$ cat src/rtl/error_report_formatter.sv
// error_report_formatter
//   Latches a packed vector of per-tap IDELAY sweep error counts on I_STB and
//   streams it as uppercase ASCII hex lines "TT:C..C\r\n", one per tap, tap 0
//   first, over a byte valid/ready interface.
//
//   Optional feature: define ERROR_REPORT_SUMMARY_EN to also track the tap with
//   the lowest count (lowest index wins ties) and append a line "B:TT\r\n".
//
// Ports
//   CLK       clock, all state on rising edge
//   RST       synchronous active-high reset (highest priority)
//   I_STB     one-cycle strobe, I_DAT holds a complete sweep
//   I_DAT     packed counts, tap 0 in the most-significant slot
//   O_STB     output byte valid
//   O_DAT     output ASCII byte
//   O_RDY     sink ready; byte transfers on a rising edge with O_STB && O_RDY
//   BUSY      high from latch until the last byte has transferred
//   DROP_CNT  saturating count of I_STB pulses ignored while BUSY
module error_report_formatter #(
  parameter int unsigned COUNT_WIDTH = 24,
  parameter int unsigned DELAY_TAPS  = 32
) (
  input  logic                              CLK,
  input  logic                              RST,
  input  logic                              I_STB,
  input  logic [COUNT_WIDTH*DELAY_TAPS-1:0] I_DAT,
  output logic                              O_STB,
  output logic [7:0]                        O_DAT,
  input  logic                              O_RDY,
  output logic                              BUSY,
  output logic [7:0]                        DROP_CNT
);

  localparam int unsigned TOTAL      = COUNT_WIDTH * DELAY_TAPS;
  localparam int unsigned CNT_DIGITS = COUNT_WIDTH / 4;
  localparam int unsigned DW         = (CNT_DIGITS > 1) ? $clog2(CNT_DIGITS) : 1;
  localparam logic [DW-1:0] DIG_LAST = DW'(CNT_DIGITS - 1);
  localparam logic [7:0]    LAST_TAP = 8'(DELAY_TAPS - 1);

  typedef enum logic [3:0] {
    S_IDLE,
    S_TAP_HI,
    S_TAP_LO,
    S_SEP,
    S_CNT,
    S_CR,
    S_LF
`ifdef ERROR_REPORT_SUMMARY_EN
    , S_SUMMARY
`endif
  } state_t;

  state_t            r_state;
  state_t            w_state_nxt;
  logic [TOTAL-1:0]  r_shadow;
  logic [7:0]        r_tap;
  logic [DW-1:0]     r_dig;
  logic [7:0]        r_drop;
  logic              w_xfer;
  logic              w_last_tap;
  logic [COUNT_WIDTH-1:0] w_cur;
  logic [3:0]        w_nib;
  logic [TOTAL-1:0]  w_shift;

`ifdef ERROR_REPORT_SUMMARY_EN
  logic [COUNT_WIDTH-1:0] r_min;
  logic [7:0]             r_min_tap;
  logic [2:0]             r_sidx;
  logic [COUNT_WIDTH-1:0] w_next_cnt;
`endif

  function automatic logic [7:0] hex(input logic [3:0] n);
    return (n < 4'd10) ? (8'h30 + {4'h0, n}) : (8'h37 + {4'h0, n});
  endfunction

  // The shadow register shifts one slot per tap, so the current tap's count
  // is always the most-significant slot.
  assign w_cur      = r_shadow[TOTAL-1 -: COUNT_WIDTH];
  assign w_shift    = r_shadow << COUNT_WIDTH;
  assign w_nib      = 4'(w_cur >> {r_dig, 2'b00});
  assign w_last_tap = (r_tap == LAST_TAP);
  assign w_xfer     = O_STB && O_RDY;
  assign DROP_CNT   = r_drop;
`ifdef ERROR_REPORT_SUMMARY_EN
  assign w_next_cnt = w_shift[TOTAL-1 -: COUNT_WIDTH];
`endif

  always_comb begin
    w_state_nxt = r_state;
    O_STB       = 1'b1;
    O_DAT       = '0;
    BUSY        = 1'b1;
    case (r_state)
      S_IDLE: begin
        O_STB = 1'b0;
        BUSY  = 1'b0;
        if (I_STB) w_state_nxt = S_TAP_HI;
      end
      S_TAP_HI: begin
        O_DAT = hex(r_tap[7:4]);
        if (O_RDY) w_state_nxt = S_TAP_LO;
      end
      S_TAP_LO: begin
        O_DAT = hex(r_tap[3:0]);
        if (O_RDY) w_state_nxt = S_SEP;
      end
      S_SEP: begin
        O_DAT = 8'h3A;
        if (O_RDY) w_state_nxt = S_CNT;
      end
      S_CNT: begin
        O_DAT = hex(w_nib);
        if (O_RDY && (r_dig == '0)) w_state_nxt = S_CR;
      end
      S_CR: begin
        O_DAT = 8'h0D;
        if (O_RDY) w_state_nxt = S_LF;
      end
      S_LF: begin
        O_DAT = 8'h0A;
        if (O_RDY) begin
          if (!w_last_tap)
            w_state_nxt = S_TAP_HI;
          else
`ifdef ERROR_REPORT_SUMMARY_EN
            w_state_nxt = S_SUMMARY;
`else
            w_state_nxt = S_IDLE;
`endif
        end
      end
`ifdef ERROR_REPORT_SUMMARY_EN
      S_SUMMARY: begin
        case (r_sidx)
          3'd0:    O_DAT = 8'h42;
          3'd1:    O_DAT = 8'h3A;
          3'd2:    O_DAT = hex(r_min_tap[7:4]);
          3'd3:    O_DAT = hex(r_min_tap[3:0]);
          3'd4:    O_DAT = 8'h0D;
          default: O_DAT = 8'h0A;
        endcase
        if (O_RDY && (r_sidx == 3'd5)) w_state_nxt = S_IDLE;
      end
`endif
      default: begin
        O_STB       = 1'b0;
        BUSY        = 1'b0;
        w_state_nxt = S_IDLE;
      end
    endcase
  end

  always_ff @(posedge CLK) begin
    if (RST) begin
      r_state  <= S_IDLE;
      r_shadow <= '0;
      r_tap    <= '0;
      r_dig    <= '0;
      r_drop   <= '0;
`ifdef ERROR_REPORT_SUMMARY_EN
      r_min     <= '0;
      r_min_tap <= '0;
      r_sidx    <= '0;
`endif
    end else begin
      r_state <= w_state_nxt;

      if (I_STB && BUSY && (r_drop != 8'hFF)) r_drop <= r_drop + 8'd1;

      if ((r_state == S_IDLE) && I_STB) begin
        r_shadow <= I_DAT;
        r_tap    <= '0;
        r_dig    <= DIG_LAST;
`ifdef ERROR_REPORT_SUMMARY_EN
        // Tap 0 enters TAP_HI with nothing to compare against: it seeds the minimum.
        r_min     <= I_DAT[TOTAL-1 -: COUNT_WIDTH];
        r_min_tap <= '0;
        r_sidx    <= '0;
`endif
      end

      if (w_xfer) begin
        case (r_state)
          S_CNT: if (r_dig != '0) r_dig <= r_dig - 1'b1;
          S_LF: begin
            if (!w_last_tap) begin
              r_tap    <= r_tap + 8'd1;
              r_shadow <= w_shift;
              r_dig    <= DIG_LAST;
`ifdef ERROR_REPORT_SUMMARY_EN
              // Strict less-than keeps the lower tap index on ties.
              if (w_next_cnt < r_min) begin
                r_min     <= w_next_cnt;
                r_min_tap <= r_tap + 8'd1;
              end
`endif
            end
          end
`ifdef ERROR_REPORT_SUMMARY_EN
          S_SUMMARY: r_sidx <= r_sidx + 3'd1;
`endif
          default: ;
        endcase
      end
    end
  end

endmodule

$ cat config.mk
export PLATFORM = sky130hd
export DESIGN_NAME = error_report_formatter
export DESIGN_NICKNAME = d
export VERILOG_FILES = /design/src/rtl/error_report_formatter.sv
export SDC_FILE = /design/constraint.sdc
export NUM_CORES = 2
export LEC_CHECK = 0
export CORE_AREA = 2 2 312 314
export CTS_CLUSTER_DIAMETER = 150
export CTS_CLUSTER_SIZE = 20
export DETAILED_ROUTE_END_ITERATION = 10
export DIE_AREA = 0 0 314 316
export RECOVER_POWER = 25
export SLEW_MARGIN = 30
export SYNTH_ARGS = -nofsm -noshare
export SYNTH_HDL_FRONTEND = slang
export SYNTH_SLANG_ARGS = --single-unit
$ cat constraint.sdc
create_clock -name CLK -period 3.9 [get_ports CLK]
set_clock_uncertainty 0.15 [all_clocks]
set_input_delay 0.585 -clock CLK [delete_from_list [all_inputs] [get_ports CLK]]
set_output_delay 0.585 -clock CLK [all_outputs]
set_load 0.01 [all_outputs]
==> impl_metrics.yaml <==
status:
  status: "finished with violations"
  violations: "capacitance limit, slew limit"
synthesis:
  synth_top_family_by_area: "compound AO/OA/AOI/OAI gates"
  synth_ff_type: "dfxtp_1"
  synth-edff-count: 0
  synthArstFlopShare: 0
  synth.area.mux_share: 0.004945
  ys_ff_latch: 790
  syn_area_sq_um: 31380
  synth_top_cell_by_area: "dfxtp_1"
  synth-xor-area-share: 0.003908
  syn_nets: 4565
  synth_compound_area_frac: 0.2564
  synthSimpleGateAreaFrac: 0.1711
  yosys.cell_types.count: 57
  syn_inst: 3784
  synth.area.top_cells: "dfxtp_1, a22oi_1, a21oi_1, nand2_1, nor2_1"
  yosysSeqAreaShare: 0.5040
  synth_warnings: 0
  synth_top_cell_area_share: 0.5040
  synthAdderAreaFrac: 0.003589
  synth.avg_cell_area_sq_um: 8.292
job:
  drv_cap: 1
die:
  num_rows: 114
  die_w_um: 314
  coreArea_sq_um: 95990
  die_y_um: 316
  ios: 790
  start_util: 0.3269
  die-area_sq_um: 99220
cells_and_area:
  drive_above_1_share: 0.02843
  area_growth_pct: 30.96
  fin_util: 0.4281
  nNetsFinal: 5108
  final_common_cell: "dfxtp_1"
  mostFrequentLayoutCells: "dfxtp_1, clkdlybuf4s50_1, nand2_1"
setup_path:
  required_ns: 3.16
  crit_arrival_ns: 3.04
  crit_chain: "mux4_2 -> a21oi_2 -> ha_1 -> a221o_1 -> nand3_1 -> clkdlybuf4s50_1"
  crit_end: "O_DAT[1]"
  regToRegSetupSlack_ns: 0.14
  rr_endpoint: "r_shadow[257]"
  worstSetupStartpoint: "r_dig[0]"
  cpPeakStageDelay_ns: 0.63
  reg2regPathDepth: 6
  critical_path_class: "reg -> out"
  cp_max_fo: 2
  rr_startpoint: "r_state[0]"
  critPathSlowestCell: "clkdlybuf4s50_1"
  start_kind: "flop"
  end_kind: "primary output"
pwr:
  p_per_area_nw_per_um2: 440.4
  total_power_mw: 18.10
  ir_drop_uv: 274.2
  leakage_nw: 14.66
timing:
  setup_slack_ns: 0.1245
  max_freq_mhz: 264.9
  tightest_slew_ns: 2.781
  period_share: 0.9681
  period_needed_ns: 3.775
  rsz0062_at_grt: "false"
  worst_slew_margin_rel: -0.8537
  setup-violations-final: 0
  hold_viol_final: 0
  slew_viol_final: 60
  setup_tns_ns: 0
global_route:
  grt_pass1_vias: 27890
  grt_max_degree: 153
  grt_pass1_wl_um: 173000
  groute.usage.overall: 0.2256
  grt_overflow: 0
  antenna_found_initial: 42
cts:
  cts_tree: "done"
  clock_path_buffers: 3
  numClockSinks: 790
  cts_max_level: 2
  worstSkewPairLatency_ns: 0.60
  clk_pin_slew_worst_paths_ns: 0.08
  cts_made_buffers: 45
  root_buffer: "clkbuf_16"
  cts_hold_buf: 0
place:
  dp_slack_ns: 0.1687
  finalWeightedCongestion: 0.8929
  dp.final_hpwl_um: 84200
  placement.io_buffers: 788
route:
  wl_per_cell_um: 21.11
  wl_um: 118900
  vias_per_cell: 5.279
  vias: 29734
  ant_nets: 0
  drt_pass1_iterations: 6
  route.detailed.drc: 0
  drt_iter0_drc: 2901
worst_hold_path:
  hp-class: "reg -> reg"
-- final cells by class --
type | instances | area, sq um
timing repair buffer | 852 | 8588
antenna | 30 | 75.07
multi-input combinational | 2626 | 13830
tap | 1276 | 1597
fill | 9704 | 54900
sequential | 790 | 15820
inverter | 12 | 45.04
clock inverter | 1 | 11.26
clock buffer | 45 | 1126
-- report_power, final --
part | switching, mW | leakage (nW) | internal, mW
sequential | 0.585 | 6.49 | 8.95
combinational | 2.09 | 7.61 | 1.64
clock | 2.75 | 0.561 | 2.07
total | 5.43 | 14.7 | 12.7
-- Yosys cell counts (2+ instances only) --
cell type,count
dfxtp_1,790
nor4_1,140
inv_1,11
buf_4,35
mux2_2,2
o221ai_1,2
a31oi_1,4
ha_1,9
a21oi_1,645
nand4_1,4
o32ai_1,2
nand2b_1,4
xor2_1,7
mux2i_1,11
xnor2_1,7
a22oi_1,606
clkbuf_1,119
o21ai_0,17
nor3_1,9
nand2_1,666
nor3b_1,2
buf_2,186
nor2_4,2
nor2_1,445
or3_1,2
a211oi_1,2
nand3b_1,2
buf_1,15
nor2_2,2
and3_1,2
nand3_1,8
-- timing repair --
action	4_1_cts	5_1_grt
gates cloned	0	0
gates resized for setup	8	2
endpoints found under the setup margin	6	2
setup buffers	0	0
pin swaps	1	0
-- through the flow --
| stage | hold WS (ns) | cells | cell area (sq um) |
|---|---|---|---|
| 2_1_floorplan | 0.2829 | 3784 | 31380 |
| 3_3_place_gp | 0.2917 | 5556 | 39970 |
| 3_5_place_dp | 0.2961 | 5556 | 39970 |
| 4_1_cts | 0.3083 | 5602 | 41130 |
| 5_1_grt | 0.3238 | 5627 | 41080 |
| 6_report | 0.3075 | 5632 | 41090 |
-- logic make-up after synthesis --
| family | Yosys count |
|---|---|
| flops | 790 |
| mux | 14 |
| simple gates | 1297 |
| buf+inv | 368 |
| fa+ha+maj | 9 |
| xor+xnor | 14 |
| other cells | 1 |
| compound gates | 1291 |
-- how the worst min path moves through the flow --
stage / start / cells after the start / end
floorplan: r_shadow[753] / 2 / r_shadow[753]
global placement: r_shadow[385] / 2 / r_shadow[385]
detailed placement: r_shadow[747] / 2 / r_shadow[747]
CTS: r_shadow[413] / 2 / r_shadow[413]
global route: r_shadow[157] / 2 / r_shadow[157]
finish: r_shadow[374] / 2 / r_shadow[374]
-- state kept, by name (all words and copies together), names as in the netlist --
register  count
DROP_CNT      8
r_dig         3
r_shadow    768
r_state       3
r_tap         8
-- routing by layer --
metal / share of wire / track usage / up-vias
met5: 0.0016 / 0 / -
met1: 0.42 / 0.2894 / 14121
met3: 0.070 / 0.05005 / 159
met2: 0.49 / 0.3766 / 944
met4: 0.024 / 0.07144 / 30
li1: - / - / 14480
-- worst max-delay path: cells and delay by family (launching register included) --
kind	cells	cell delay (ns)
multiplexers	1	0.52
adder cells (fa/ha/maj)	1	0.26
AO/OA/AOI/OAI	2	0.57
AND/OR/NAND/NOR	1	0.10
flip-flops	1	0.36
buffers and inverters	1	0.63
Power figures use the tool's default switching activity.
